## src/rtl/counter_ctrl_pkg.sv

```systemverilog
// Shared definitions for the LED counter run/pause/step/clear controller.
// State encodings are plain 3-bit constants so external tools can decode them.
package counter_ctrl_pkg;

  localparam logic [2:0] PAUSE    = 3'd0;
  localparam logic [2:0] RUN      = 3'd1;
  localparam logic [2:0] HOLD_P   = 3'd2;
  localparam logic [2:0] HOLD_R   = 3'd3;
  localparam logic [2:0] CLR_WAIT = 3'd4;

endpackage

```

## src/rtl/btn_debounce.sv

```systemverilog
// Push-button conditioner: 2-FF synchroniser, mismatch-count debounce and
// registered one-cycle press/release pulses taken from the stable level.
module btn_debounce #(
  parameter int DB_CYCLES = 500000
) (
  input  logic clock,
  input  logic reset,
  input  logic raw,
  output logic level,
  output logic press,
  output logic released
);

  localparam int CW = (DB_CYCLES > 2) ? $clog2(DB_CYCLES) : 1;
  localparam logic [CW-1:0] CNT_LAST = CW'(DB_CYCLES - 1);

  logic          sync1;
  logic          sync2;
  logic          level_d;
  logic [CW-1:0] cnt;

  always_ff @(posedge clock) begin
    if (reset) begin
      sync1    <= 1'b0;
      sync2    <= 1'b0;
      level    <= 1'b0;
      level_d  <= 1'b0;
      press    <= 1'b0;
      released <= 1'b0;
      cnt      <= '0;
    end else begin
      sync1    <= raw;
      sync2    <= sync1;
      level_d  <= level;
      press    <= level & ~level_d;
      released <= ~level & level_d;
      // Any sample agreeing with the stable level restarts the count.
      if (sync2 != level) begin
        if (cnt == CNT_LAST) begin
          level <= sync2;
          cnt   <= '0;
        end else begin
          cnt <= cnt + 1'b1;
        end
      end else begin
        cnt <= '0;
      end
    end
  end

endmodule

```

## src/rtl/counter_ctrl.sv

```systemverilog
// Run/pause/step/clear controller driving the LED counter's cnt_en/cnt_clr.
// Short press toggles run/pause, long press clears, step advances when paused.
module counter_ctrl
  import counter_ctrl_pkg::*;
#(
  parameter int DB_CYCLES   = 500000,
  parameter int LONG_CYCLES = 100000000,
  parameter int TICK_DIV    = 50000000
) (
  input  logic clock,
  input  logic reset,
  input  logic button,
  input  logic step,
  output logic cnt_en,
  output logic cnt_clr,
  output logic running
);

  localparam int HW = (LONG_CYCLES > 2) ? $clog2(LONG_CYCLES) : 1;
  localparam int PW = (TICK_DIV > 2) ? $clog2(TICK_DIV) : 1;
  localparam logic [HW-1:0] HOLD_LAST = HW'(LONG_CYCLES - 1);
  localparam logic [HW-1:0] HOLD_MAX  = '1;
  localparam logic [PW-1:0] TICK_LAST = PW'(TICK_DIV - 1);

  logic [2:0]    state;
  logic [2:0]    state_n;
  logic [HW-1:0] hold;
  logic [HW-1:0] hold_n;
  logic [PW-1:0] presc;
  logic [PW-1:0] presc_n;
  logic          clr_n;
  logic          en_n;
  logic          run_active;
  logic          tick;

  logic btn_level, btn_press, btn_release;
  logic stp_level, stp_press, stp_release;
  logic unused_levels;

  btn_debounce #(.DB_CYCLES(DB_CYCLES)) u_button_db (
    .clock    (clock),
    .reset    (reset),
    .raw      (button),
    .level    (btn_level),
    .press    (btn_press),
    .released (btn_release)
  );

  btn_debounce #(.DB_CYCLES(DB_CYCLES)) u_step_db (
    .clock    (clock),
    .reset    (reset),
    .raw      (step),
    .level    (stp_level),
    .press    (stp_press),
    .released (stp_release)
  );

  assign unused_levels = ^{btn_level, stp_level, stp_release};

  assign run_active = (state == RUN) || (state == HOLD_R);
  assign tick       = run_active && (presc == TICK_LAST);

  // Prescaler is parked at zero outside the running states so a resume
  // always waits a full period before the first advance.
  always_comb begin
    presc_n = '0;
    if (run_active && !tick) presc_n = presc + 1'b1;
  end

  // Steps are honoured only in PAUSE; elsewhere they are simply dropped.
  assign en_n = tick || (stp_press && (state == PAUSE));

  always_comb begin
    state_n = state;
    hold_n  = hold;
    clr_n   = 1'b0;
    case (state)
      PAUSE: begin
        if (btn_press) begin
          state_n = HOLD_P;
          hold_n  = '0;
        end
      end
      RUN: begin
        if (btn_press) begin
          state_n = HOLD_R;
          hold_n  = '0;
        end
      end
      HOLD_P, HOLD_R: begin
        if (hold != HOLD_MAX) hold_n = hold + 1'b1;
        if (hold >= HOLD_LAST) begin
          // A release landing on the threshold itself skips the wait state.
          clr_n   = 1'b1;
          state_n = btn_release ? PAUSE : CLR_WAIT;
        end else if (btn_release) begin
          state_n = (state == HOLD_P) ? RUN : PAUSE;
        end
      end
      CLR_WAIT: begin
        if (btn_release) state_n = PAUSE;
      end
      default: state_n = PAUSE;
    endcase
  end

  always_ff @(posedge clock) begin
    if (reset) begin
      state   <= PAUSE;
      hold    <= '0;
      presc   <= '0;
      cnt_en  <= 1'b0;
      cnt_clr <= 1'b0;
      running <= 1'b0;
    end else begin
      state   <= state_n;
      hold    <= hold_n;
      presc   <= presc_n;
      cnt_en  <= en_n;
      cnt_clr <= clr_n;
      running <= (state_n == RUN) || (state_n == HOLD_R);
    end
  end

endmodule
```

## config.mk

```make
export PLATFORM = sky130hd
export DESIGN_NAME = counter_ctrl
export DESIGN_NICKNAME = d
export VERILOG_FILES = /design/src/rtl/counter_ctrl_pkg.sv /design/src/rtl/btn_debounce.sv /design/src/rtl/counter_ctrl.sv
export SDC_FILE = /design/constraint.sdc
export NUM_CORES = 1
export LEC_CHECK = 0
export CAP_MARGIN = 25
export CORE_MARGIN = 2
export CORE_UTILIZATION = 40
export DETAILED_ROUTE_END_ITERATION = 7
export SYNTH_ARGS = -nofsm -noshare
export SYNTH_HDL_FRONTEND = slang
export SYNTH_SLANG_ARGS = --single-unit
export TNS_END_PERCENT = 10
```

## constraint.sdc

```tcl
create_clock -name clock -period 2.5 [get_ports clock]
set_input_delay 0.5 -clock clock [delete_from_list [all_inputs] [get_ports clock]]
set_output_delay 0.5 -clock clock [all_outputs]
set_load 0.1 [all_outputs]
```

==> summary.txt, run 1 <==
Outcome
  • Outcome: complete, no violations

CTS
  • Clock tree buffer depth: 2
  • Clock sink total: 108
  • CTS Hold Bufs: 0
  • Clk root buf: clkbuf_16
  • CTS tree: built
  • Setup Fix Bufs, Post-CTS: 0
  • Post-CTS resize count: 0
  • CTS H-Tree Depth: 3
  • Cts bufs inserted: 9
  • Latest clock arrival within the worst-skew pair: 0.36 ns
  • Clock slew seen by the registers of the worst setup and hold paths: 0.07 ns

Critical path
  • R2R Setup Slk: 0.40 ns
  • Critical-path maximum fanout: 12
  • RR Endpoint: hold[5]
  • Nature of the critical path startpoint: register
  • Worst Setup End Kind: register
  • Crit path max-delay cell type: or4_4
  • CP top delay family: simple AND/OR/NAND/NOR gates
  • Crit-path cells: ha_1 -> nand4_2 -> or4_4 -> o21ai_1 -> xor2_1 -> nor2_1
  • Worst R2R Start: hold[0]
  • Worst Setup Path Type: register to register
  • Req. time, crit path: 2.74 ns
  • CP peak stage delay: 0.61 ns
  • Buf/Inv on CP: 0
  • FF-to-FF path depth: 6
  • Worst EP arrival: 2.34 ns

Logic synthesis
  • Post-synth top area share: 0.4481
  • Gate Count Post-Synth: 544
  • EDFF count, synth: 0
  • Dominant synthesized flop cell: dfxtp_1
  • Sequential area share after synthesis: 0.4481
  • Syn nets: 552
  • Seq cells post-synth: 108
  • Synth unique cells: 48
  • Top cells by area, synth: dfxtp_1, nor2_1, xor2_1
  • Asr flop ratio synth: 0
  • Mapped Avg Cell Area: 8.869 sq um
  • Synth Cell Area: 4825 sq um
  • Syn. warnings: 0
  • Area leader, netlist: dfxtp_1

Global route
  • Gr ovfl total: 0
  • Vias in the first global route: 3,555
  • First-pass GRT wire length: 15.90 mm
  • Initial antenna violation count: 0
  • Total track usage: 0.1504
  • Pin count of the biggest net entering global routing: 27

STA
  • Clk_skew: 0.009003 ns
  • Final Setup Violations: 0
  • Final WS setup: 0.3998 ns
  • Period minus WS final: 2.100 ns
  • Final period util: 0.8401
  • Worst-margin pin slew: 0.6121 ns
  • Slew HR: 0.5920
  • Hold Vio Cnt, Final: 0
  • Slew Limit Fails: 0
  • FMAX: 476.1 MHz
  • Setup TNS: 0 ns
  • RSZ-0062 raised after global routing: no

Pwr
  • Clock power frac: 0.467
  • Comb power frac: 0.010
  • Leakage: 1.708 nW
  • Seq pwr share: 0.523
  • Internal power: 2.619 mW
  • Sw frac: 0.2062
  • Total net switching power: 680.1 uW
  • Peak VDD IR: 390.1 uV
  • PD cells: 612.4 nW/um^2

Routing
  • Drt wl/cell: 12.70 microns
  • Final ANT Viol Nets: 0
  • DRC violations left: 0
  • Drt pass-1 iters: 4
  • DR vias: 3,697
  • DRT iter0 DRCs: 204
  • Routed wire length: 8.993 mm
  • Vias per cell: 5.222

Floorplanning
  • IO Count: 7
  • Die Wd: 113.8 microns
  • Initial Utilization: 0.4050
  • Die ar.: 12,960 sq um
  • # rows: 40
  • Core Region: 11,910 sq um
  • Die Span Y: 113.8 microns

Hold path
  • Min-delay src: u_step_db.level_d
  • Hold EP: u_step_db.press
  • Worst hold path stage count: 1
  • Type of the most critical hold path: register to register

Placed design
  • Post-DP HPWL: 6.222 mm
  • Routability cong.: 0.8188
  • Place WS: 0.3360 ns
  • Buffers on Ports: 6

Cells and area
  • Area grow syn2layout: 11.64%
  • Final nets: 564
  • N_diodes: 0
  • Share of cells above drive strength 1: 0.07665

Flow run
  • Maxcap violations: 0
-- synthesized netlist by cell type (2+ instances only) --
| cell | n |
|---|---|
| a211oi_1 | 3 |
| a21oi_1 | 11 |
| a311oi_2 | 2 |
| a31oi_1 | 5 |
| and2_1 | 3 |
| and3_1 | 5 |
| and4_1 | 12 |
| buf_1 | 2 |
| buf_2 | 6 |
| clkbuf_1 | 5 |
| dfxtp_1 | 108 |
| ha_1 | 4 |
| inv_1 | 14 |
| mux2i_1 | 5 |
| nand2_1 | 27 |
| nand2b_1 | 4 |
| nand3_1 | 32 |
| nand3b_1 | 2 |
| nand4_1 | 21 |
| nand4_2 | 3 |
| nor2_1 | 105 |
| nor2b_1 | 11 |
| nor3_1 | 14 |
| nor3b_1 | 4 |
| nor4_1 | 7 |
| nor4_4 | 2 |
| nor4b_1 | 2 |
| nor4bb_1 | 2 |
| o2111ai_1 | 2 |
| o211ai_1 | 9 |
| o21ai_0 | 11 |
| o31ai_1 | 2 |
| or2_2 | 3 |
| or3_1 | 6 |
| or4_1 | 5 |
| xnor2_1 | 34 |
| xor2_1 | 40 |
-- metrics by stage --
stage          power [mW]  instance area (sq um)  cells  hold WS, ns  utilization
3_5_place_dp        1.800                   5061    692       0.3833       0.4249
4_1_cts             3.351                   5386    708       0.3990       0.4522
6_report            3.299                   5386    708       0.3930       0.4522
5_1_grt             3.410                   5386    708       0.4247       0.4522
3_3_place_gp        1.800                   5061    692       0.3775       0.4249
2_1_floorplan       1.785                   4825    544       0.3674            -
-- routing by layer --
| layer | up-vias | wire length [microns] | track usage |
|---|---|---|---|
| li1 | 1913 | - | - |
| met1 | 1732 | 4464 | 0.1880 |
| met2 | 41 | 4093 | 0.2491 |
| met3 | 11 | 323 | 0.04995 |
| met4 | 0 | 112 | 0.04228 |
| met5 | - | 0 | 0 |
-- kinds of logic (layout without fill, tap and decap cells) --
| logic type | after synthesis | after routing | synth area share |
|---|---|---|---|
| AOI/OAI and AO/OA | 50 | 50 | 0.06872 |
| xor gates and xnor gates | 74 | 74 | 0.1343 |
| adders and majority gates | 4 | 4 | 0.01037 |
| buffers and inverters | 28 | 45 | 0.02490 |
| DFF | 108 | 108 | 0.4481 |
| muxes | 5 | 5 | 0.01037 |
| and+or+nand+nor | 275 | 275 | 0.3032 |
-- flip-flops by register name (all words and copies together), names as in the netlist, 3 cells and up --
register	flops
hold	27
presc	26
state	3
u_button_db.cnt	19
u_step_db.cnt	19
-- power by group through the flow --
stage               Combinational [mW]  Sequential [mW]  Clock [mW]
floorplan                       0.0209             1.76           0
global placement                0.0348             1.76           0
detailed placement              0.0353             1.76           0
CTS                             0.0354             1.72        1.59
global route                    0.0389             1.72        1.65
finish                          0.0346             1.72        1.54
-- worst max path at each step --
| stage | depth (start not counted) | endpoint | startpoint | slack (ns) |
|---|---|---|---|---|
| 6_report | 6 | hold[5] | hold[0] | 0.40 |
| 5_1_grt | 5 | u_step_db.cnt[8] | u_step_db.cnt[0] | 0.19 |
| 4_1_cts | 6 | hold[5] | hold[0] | 0.42 |
| 3_5_place_dp | 6 | running | reset | 0.34 |
| 3_3_place_gp | 3 | u_step_db.cnt[3] | reset | 0.38 |
| 2_1_floorplan | 7 | hold[0] | hold[0] | 0.54 |
-- area by class of cell --
| class | instances | area (sq um) |
|---|---|---|
| fillers | 1165 | 6525 |
| multi-input cells | 408 | 2542 |
| flip-flops and latches | 108 | 2162 |
| clock buffers | 9 | 225.2 |
| well taps | 147 | 183.9 |
| repair buffers | 15 | 120.1 |
| clock inverters | 7 | 100.1 |
| inverters | 14 | 52.55 |
-- cell usage in the layout, fill, tap and decap left out, types with 3 or more instances in the layout --
master | synthesis | routed
a211oi_1 | 3 | 3
a21oi_1 | 11 | 11
a31oi_1 | 5 | 5
and2_1 | 3 | 3
and3_1 | 5 | 5
and4_1 | 12 | 12
buf_4 | 0 | 12
clkbuf_16 | 0 | 9
clkdlybuf4s50_1 | 0 | 3
clkinvlp_4 | 0 | 3
dfxtp_1 | 108 | 108
ha_1 | 4 | 4
inv_1 | 14 | 14
mux2i_1 | 5 | 5
nand2_1 | 27 | 27
nand2b_1 | 4 | 4
nand3_1 | 32 | 32
nand4_1 | 21 | 21
nand4_2 | 3 | 3
nor2_1 | 105 | 105
nor2b_1 | 11 | 11
nor3_1 | 14 | 14
nor3b_1 | 4 | 4
nor4_1 | 7 | 7
o211ai_1 | 9 | 9
o21ai_0 | 11 | 11
or2_2 | 3 | 3
or3_1 | 6 | 6
or4_1 | 5 | 5
xnor2_1 | 34 | 34
xor2_1 | 40 | 40
Power figures use the tool's default switching activity.
==> run 2, diff against run 1 <==
- clock period: 2.5 -> 1.94 ns (I/O delays scaled with it)
==> summary.txt, run 2 (same netlist as run 1, synthesis figures left out) <==
Pwr
  • Total Power: 4.239 mW (was 3.299 mW)
  • Leakage: 1.894 nW (was 1.708 nW)
  • Clock power frac: 0.464 (was 0.467)
  • Peak VDD IR: 495.7 uV (was 390.1 uV)
  • Total net switching power: 859.4 uW (was 680.1 uW)
  • Seq pwr share: 0.524 (was 0.523)
  • Comb power frac: 0.012 (was 0.010)
  • PD cells: 738.6 nW/um^2 (was 612.4 nW/um^2)
  • Internal power: 3.379 mW (was 2.619 mW)
  • Sw frac: 0.2027 (was 0.2062)

CTS
  • CTS H-Tree Depth: 3 (unchanged)
  • Clock slew seen by the registers of the worst setup and hold paths: 0.07 ns (about the same)
  • CTS tree: built (unchanged)
  • CTS Hold Bufs: 0 (unchanged)
  • Clock tree buffer depth: 2 (unchanged)
  • Clk root buf: clkbuf_16 (unchanged)
  • Latest clock arrival within the worst-skew pair: 0.35 ns (was 0.36 ns)
  • Clock sink total: 108 (unchanged)
  • Cts bufs inserted: 9 (unchanged)

Floorplanning
  • Die Wd: 113.8 microns (unchanged)
  • Core Region: 11,910 sq um (unchanged)
  • # rows: 40 (unchanged)
  • Die ar.: 12,960 sq um (unchanged)
  • Die Span Y: 113.8 microns (unchanged)
  • IO Count: 7 (unchanged)
  • Initial Utilization: 0.4050 (unchanged)

Global route
  • Gr ovfl total: 0 (unchanged)
  • Pin count of the biggest net entering global routing: 27 (unchanged)
  • First-pass GRT wire length: 15.91 mm (was 15.90 mm)
  • Vias in the first global route: 3,569 (was 3,555)
  • Total track usage: 0.1502 (was 0.1504)
  • Initial antenna violation count: 0 (unchanged)

Routing
  • Drt pass-1 iters: 6 (was 4)
  • DRC violations left: 0 (unchanged)
  • Routed wire length: 9.284 mm (was 8.993 mm)
  • DR vias: 3,822 (was 3,697)
  • DRT iter0 DRCs: 118 (was 204)
  • Vias per cell: 5.165 (was 5.222)
  • Drt wl/cell: 12.55 microns (was 12.70 microns)
  • Final ANT Viol Nets: 0 (unchanged)

Hold path
  • Min-delay src: u_step_db.level_d (unchanged)
  • Type of the most critical hold path: register to register (unchanged)

Cells and area
  • Largest Register: hold (unchanged)
  • Final nets: 596 (was 564)
  • Fillers: 1,116 (was 1,165)
  • N_diodes: 0 (unchanged)
  • Largest regs: hold (27), presc (26) (unchanged)
  • Max reg flops: 27 (unchanged)
  • Share of cells above drive strength 1: 0.1551 (was 0.07665)
  • Most common cell after layout, fill and taps aside: nor2_1 (was dfxtp_1)
  • Post-Layout Inst Area: 5739 sq um (was 5386 sq um)
  • Commonest non-fill, non-tap cells in the layout: nor2_1, dfxtp_1, xor2_1, buf_4, xnor2_1 (was dfxtp_1, nor2_1, xor2_1, xnor2_1, nand3_1)
  • Area grow syn2layout: 18.96% (was 11.64%)

Critical path
  • Critical path origin: hold[22] (was hold[0])
  • Worst Setup End Kind: register (unchanged)
  • Critical-path maximum fanout: 6 (was 12)
  • Worst Setup Path Type: register to register (unchanged)
  • Worst R2R Start: hold[22] (was hold[0])
  • Worst EP arrival: 2.12 ns (was 2.34 ns)
  • Nature of the critical path startpoint: register (unchanged)
  • Req. time, crit path: 2.19 ns (was 2.74 ns)

STA
  • Setup TNS: 0 ns (unchanged)
  • Final Setup Violations: 0 (unchanged)
  • Clk_skew: 0.01152 ns (was 0.009003 ns)
  • Slew Limit Fails: 0 (unchanged)
  • Period minus WS final: 1.870 ns (was 2.100 ns)
  • Hold Vio Cnt, Final: 0 (unchanged)
  • Final period util: 0.9641 (was 0.8401)
  • Slew HR: 0.7311 (was 0.5920)
  • FMAX: 534.6 MHz (was 476.1 MHz)
  • Final WS setup: 0.06956 ns (was 0.3998 ns)
  • Worst-margin pin slew: 0.4026 ns (was 0.6121 ns)

Placed design
  • Place WS: 0.003476 ns (was 0.3360 ns)
  • Post-DP HPWL: 6.546 mm (was 6.222 mm)
  • Cell Area, Placed: 5309 sq um (was 5061 sq um)
  • Buffers on Ports: 6 (unchanged)
  • Routability cong.: 0.7953 (was 0.8188)

Flow run
  • Maxcap violations: 0 (unchanged)

Outcome
  • Outcome: complete, no violations (unchanged)
run 2: cell count changes in the layout (fill, tap and decap cells not counted), sizes merged:
cell | previous run | this run
or4b | 1 | 2
or4 | 6 | 7
inv | 15 | 14
clkinvlp | 3 | 2
buf | 12 | 42
clkinv | 1 | 3
run 2: what timing repair did:
action                     4_1_cts  5_1_grt
setup endpoints to repair        2       19
buffers inserted                 1        1
hold endpoints to repair         0        0
cloned                           0        2
pin swaps                        0        5
resized for setup                0       21
run 2: stage by stage:
| step | util | hold WS (ns) | std cells |
|---|---|---|---|
| floorplan | - | 0.3674 | 544 |
| global placement | 0.4457 | 0.3736 | 720 |
| detailed placement | 0.4457 | 0.3825 | 720 |
| CTS | 0.4737 | 0.3931 | 737 |
| global route | 0.4818 | 0.4059 | 740 |
| finish | 0.4818 | 0.3887 | 740 |
run 2: worst paths after layout:
kind / endpoint / slack (ns) / cells past startpoint
max: hold[4] / 0.07 / 6
max reg2reg: hold[4] / 0.07 / 6
min: u_step_db.press / 0.39 / 1
min reg2reg: u_step_db.press / 0.39 / 1
run 2: power groups by stage:
| stage | Sequential (mW) | Clock (mW) | Combinational, mW |
|---|---|---|---|
| 2_1_floorplan | 2.27 | 0 | 0.0269 |
| 3_3_place_gp | 2.27 | 0 | 0.0520 |
| 3_5_place_dp | 2.27 | 0 | 0.0518 |
| 4_1_cts | 2.22 | 2.03 | 0.0519 |
| 5_1_grt | 2.22 | 2.11 | 0.0573 |
| 6_report | 2.22 | 1.97 | 0.0503 |
run 2: routing by layer:
metal  up-vias  part of all wire  GRT usage
met2        31              0.46     0.2455
met1      1783              0.49     0.1913
met4         0             0.021    0.07236
li1       1995                 -          -
met5         -                 0          0
met3        13             0.027    0.02869
run 2: cell type report:
| class | count | area (sq um) | area share |
|---|---|---|---|
| Clock buffer | 9 | 225.2 | 0.03924 |
| Sequential cell | 108 | 2172 | 0.3785 |
| Tap cell | 147 | 183.9 | 0.03205 |
| Clock inverter | 7 | 101.3 | 0.01766 |
| Timing Repair Buffer | 45 | 370.4 | 0.06453 |
| Multi-Input combinational cell | 410 | 2634 | 0.4589 |
| Inverter | 14 | 52.55 | 0.009156 |
run 2: worst max-delay path, stage by stage (launching register included):
cell	delay [ns]
dfxtp_2	0.36
nand4_1	0.18
buf_4	0.19
or4b_4	0.57
o21ai_0	0.23
xor2_1	0.18
nor2_1	0.05
==> edit 1 (flow settings as in run 1) <==
Set the parameter `LONG_CYCLES` to 200000000 (it was 100000000).
--- a/src/rtl/counter_ctrl.sv
+++ b/src/rtl/counter_ctrl.sv
@@ -6,3 +6,3 @@
   parameter int DB_CYCLES   = 500000,
-  parameter int LONG_CYCLES = 100000000,
+  parameter int LONG_CYCLES = 200000000,
   parameter int TICK_DIV    = 50000000
Check against the original RTL: no difference found for any inputs over 10 cycles, from zero or initial values and one cycle with reset high; that may be too few to reach the edited logic, so the function may still have changed.
==> edit 1 against run 1 <==
Setup slack lost 25 ps. Sequential cell count grew 1. Synthesized area grew 0.23%. Final area is essentially flat. Routed wire length grew 1.9%. Final cell count grew 1.4%. Total power shrank 1.5%.
==> edit 1: results <==
status:
  status: "complete, no violations"
synthesis:
  avgSynthCellArea_um2: 8.68
  seq_area_frac_synth: 0.451
  synth.top_cells.by_count: "109 x dfxtp_1, 90 x nor2_1, 36 x nand3_1"
  async_flop_share: 0
  synth.distinct_cells: 53
  synth_area_leaders: "dfxtp_1 45%, nor2_1 7.0%, xnor2_1 5.8%, xor2_1 5.3%, nand3_1 3.7%"
  synth_fp_nets: 565
  yosysWarnings: 0
cts:
  post-cts-setup-buffer-count: 0
  cts.path.max_buffers: 2
  cts.clk_slew.worst_paths_ps: 70
  cts_max_level: 3
  insertion_delay_ps: 350
worst_hold_path:
  hold_start: "u_step_db.level_d"
  hold_path_depth: 1
  whs_endpoint: "u_step_db.press"
cells_and_area:
  top_regs: "hold (28), presc (26)"
  n_antenna_cell: 0
  stdcell_count: 718
  nNetsFinal: 575
  drive_gt1_frac: 0.0718
place:
  portBuffers: 6
  hpwlAfterDp_mm: 6.33
  placed_cell_area_um2: 5080
  pre_cts_ws_ps: 349
  finalWeightedCongestion: 0.760
  dp_cells: 703
grt:
  grt_pass1_vias: 3628
  grt.total_usage: 0.154
  antenna_found_initial: 0
  grt_first_pass_wirelength_mm: 16.3
critical_path:
  worstSetupStartpoint: "hold[0]"
  worstPathMaxFanout: 6
  cpMaxStageDelayCell: "nor4_2"
  rrSetupSlack_ps: 370
  worstPathArrival_ps: 2360
  max_stage_delay_ps: 440
  rr_endpoint: "hold[26]"
  crit_family: "simple AND/OR/NAND/NOR gates"
  ff2ff_path_depth: 6
route:
  drt_iter0_markers: 157
  vias_per_cell: 5.26
  drt-total-wl_mm: 9.16
pwr:
  p_sw_frac: 0.204
  leakagePower_nw: 1.64
  ir_drop_mv: 0.434
timing:
  hold_slack_ps: 390
  worst_pin_slew_ps: 641
  clock_skew_ps: 8.07
==> edit 1: per-layer routing <==
layer	up-vias	global-route usage	share of wire	wire length (um)
li1	1976	-	-	-
met1	1767	0.199	0.51	4690
met2	24	0.248	0.45	4130
met3	7	0.0484	0.027	251
met4	0	0.0496	0.0090	82
met5	-	0	0	0
==> edit 1: power groups by stage <==
| stage | sequential (mW) | clock [mW] | combinational [mW] |
|---|---|---|---|
| floorplan | 1.79 | 0 | 0.0233 |
| global placement | 1.78 | 0 | 0.0398 |
| detailed placement | 1.78 | 0 | 0.0408 |
| CTS | 1.74 | 1.52 | 0.0409 |
| global route | 1.74 | 1.59 | 0.0451 |
| finish | 1.74 | 1.47 | 0.0403 |
==> edit 1: area by class of cell <==
type | count | area, um2
fillers | 1174 | 6530
multi-input cells | 414 | 2520
flip-flops and latches | 109 | 2180
clock buffers | 11 | 253
well taps | 147 | 184
repair buffers | 16 | 128
inverters | 17 | 63.8
clock inverters | 4 | 55.1
==> edit 1: cell families after synthesis <==
family                   after synthesis  share of synthesized area
AND/OR/NAND/NOR                      277                      0.300
flip-flops                           109                      0.451
AO/OA/AOI/OAI                         67                     0.0898
XOR/XNOR                              61                      0.110
buffers and inverters                 34                     0.0279
multiplexers                           5                     0.0106
adder cells (fa/ha/maj)                4                     0.0103
==> edit 1: worst max path at each step <==
stage	depth (start not counted)	endpoint	slack [ps]
2_1_floorplan	8	hold[13]	530
3_3_place_gp	5	hold[8]	400
3_5_place_dp	5	hold[8]	350
4_1_cts	7	hold[22]	400
5_1_grt	7	hold[13]	240
6_report	6	hold[26]	370
==> edit 2 (settings of run 1) <==
Without the edit above. Add an input register stage for `button` and `step`; this delays them by one clock.
--- a/src/rtl/counter_ctrl.sv
+++ b/src/rtl/counter_ctrl.sv
@@ -24,2 +24,10 @@
 
+  logic button_q;
+  logic step_q;
+
+  always_ff @(posedge clock) begin
+    button_q <= button;
+    step_q   <= step;
+  end
+
   logic [2:0]    state;
@@ -42,3 +50,3 @@
     .reset    (reset),
-    .raw      (button),
+    .raw      (button_q),
     .level    (btn_level),
@@ -51,3 +59,3 @@
     .reset    (reset),
-    .raw      (step),
+    .raw      (step_q),
     .level    (stp_level),
Formal check against the unedited RTL: same outputs for any inputs over 10 cycles, from zero or initial values and one cycle with reset high; that may be too few to reach the edited logic, so the function may still have changed.
==> edit 2 against run 1 <==
Sequential cell count rose by 2. Hold slack improved by 3.3 ps. Synthesized area rose by 0.83%. Largest power group unchanged. Sequential power rose by 2%. Clock power fell by 9.7%. Final area barely moved. Critical endpoint unchanged. Combinational power fell by 2%. Setup slack got worse by 40 ps. Routed wire length fell by 1.6%. Die area rose by 0.80%. Total power fell by 3.6%. Final cell count rose by 0.14%. Count of clock-buffer cells in the layout rose by 2.
==> edit 2: results <==
status:
  status: "complete, no violations"
route:
  drt_iter0_markers: 178
  dr_wl_met2_mm: 3.98
  wl_met3_um: 315
  wl_met1_mm: 4.41
  drt-total-wl_mm: 8.85
  drt-wirelength-per-cell_um: 12.5
  vias_per_cell: 5.20
critical_path:
  worstPathArrival_ps: 2390
  worstPathMaxFanout: 12
  rrSetupSlack_ps: 360
worst_hold_path:
  min_path_type: "reg -> reg"
synthesis:
  muxShareOfSynthArea: 0.0103
  synth.top_cells.by_count: "110 x dfxtp_1, 105 x nor2_1, 40 x xor2_1"
  synth_fa_ha_area_frac: 0.0103
  synth_xor_area_frac: 0.133
  synth_area_leaders: "dfxtp_1 45%, nor2_1 8.1%, xor2_1 7.2%, xnor2_1 6.1%, nand3_1 3.3%"
  synthCells: 546
  seq_area_frac_synth: 0.453
  synth_compound_area_frac: 0.0682
grt:
  grt_pass1_vias: 3551
  grtUsageMet3: 0.0429
  grt.total_usage: 0.152
  antenna_found_initial: 0
  use_met2: 0.241
  grt.met1_usage: 0.198
  grt_first_pass_wirelength_mm: 16.3
timing:
  worst_pin_slew_ps: 654
  hold_slack_ps: 396
  clock_skew_ps: 8.90
cells_and_area:
  nNetsFinal: 566
  drive_gt1_frac: 0.0712
  fill_cells: 1156
pwr:
  p_sw_mw: 0.641
  leakagePower_nw: 1.72
  ir_drop_mv: 0.386
place:
  finalWeightedCongestion: 0.807
  hpwlAfterDp_mm: 6.20
  dp_cells: 694
  pre_cts_ws_ps: 347
cts:
  post-cts-setup-buffer-count: 0
  cts_max_level: 3
[edit 2: cell types whose count changed in the layout (fill, tap and decap cells not counted), sizes merged]
cell | run 1 | this run
clkinvlp | 3 | 0
dfxtp | 108 | 110
bufinv | 2 | 1
clkbuf | 9 | 11
clkinv | 1 | 3
inv | 15 | 14
[edit 2: worst max path at each step]
stage,to,slack (ps)
floorplan,hold[0],540
global placement,u_step_db.cnt[3],390
detailed placement,u_button_db.cnt[4],350
CTS,hold[5],350
global route,u_step_db.cnt[10],190
finish,hold[5],360
[edit 2: area by class of cell]
type                    instances  area (um2)  share of cell area
multi-input cells             408        2540               0.472
flip-flops and latches        110        2200               0.409
clock buffers                  11         233              0.0432
well taps                     147         184              0.0342
repair buffers                 15         120              0.0223
inverters                      14        52.6             0.00976
clock inverters                 4        48.8             0.00907
[edit 2: power groups by stage]
stage / sequential [mW] / clock [mW] / combinational, mW
6_report: 1.76 / 1.39 / 0.0340
5_1_grt: 1.76 / 1.50 / 0.0393
4_1_cts: 1.76 / 1.43 / 0.0346
3_5_place_dp: 1.80 / 0 / 0.0346
3_3_place_gp: 1.80 / 0 / 0.0341
2_1_floorplan: 1.80 / 0 / 0.0209
[edit 2: worst max-delay path, stage by stage (launching register included)]
cell and delay [ps]:
dfxtp_1 410, ha_1 300, nand4_2 190, or4_4 610, o21ai_1 290, xor2_1 180
nor2_1 50
[edit 2: stage by stage]
step / instance area, um2 / util
after floorplan: 4860 / -
after detailed placement: 5100 / 0.426
final: 5380 / 0.450
after global placement: 5100 / 0.426
after global routing: 5380 / 0.450
after CTS: 5380 / 0.450
[edit 2: logic make-up (layout without fill, tap and decap cells)]
kind of cell	count (synthesis)	count (layout)
buf+inv	28	44
xor+xnor	74	74
flops	110	110
compound gates	50	50
mux	5	5
simple gates	275	275
fa+ha+maj	4	4
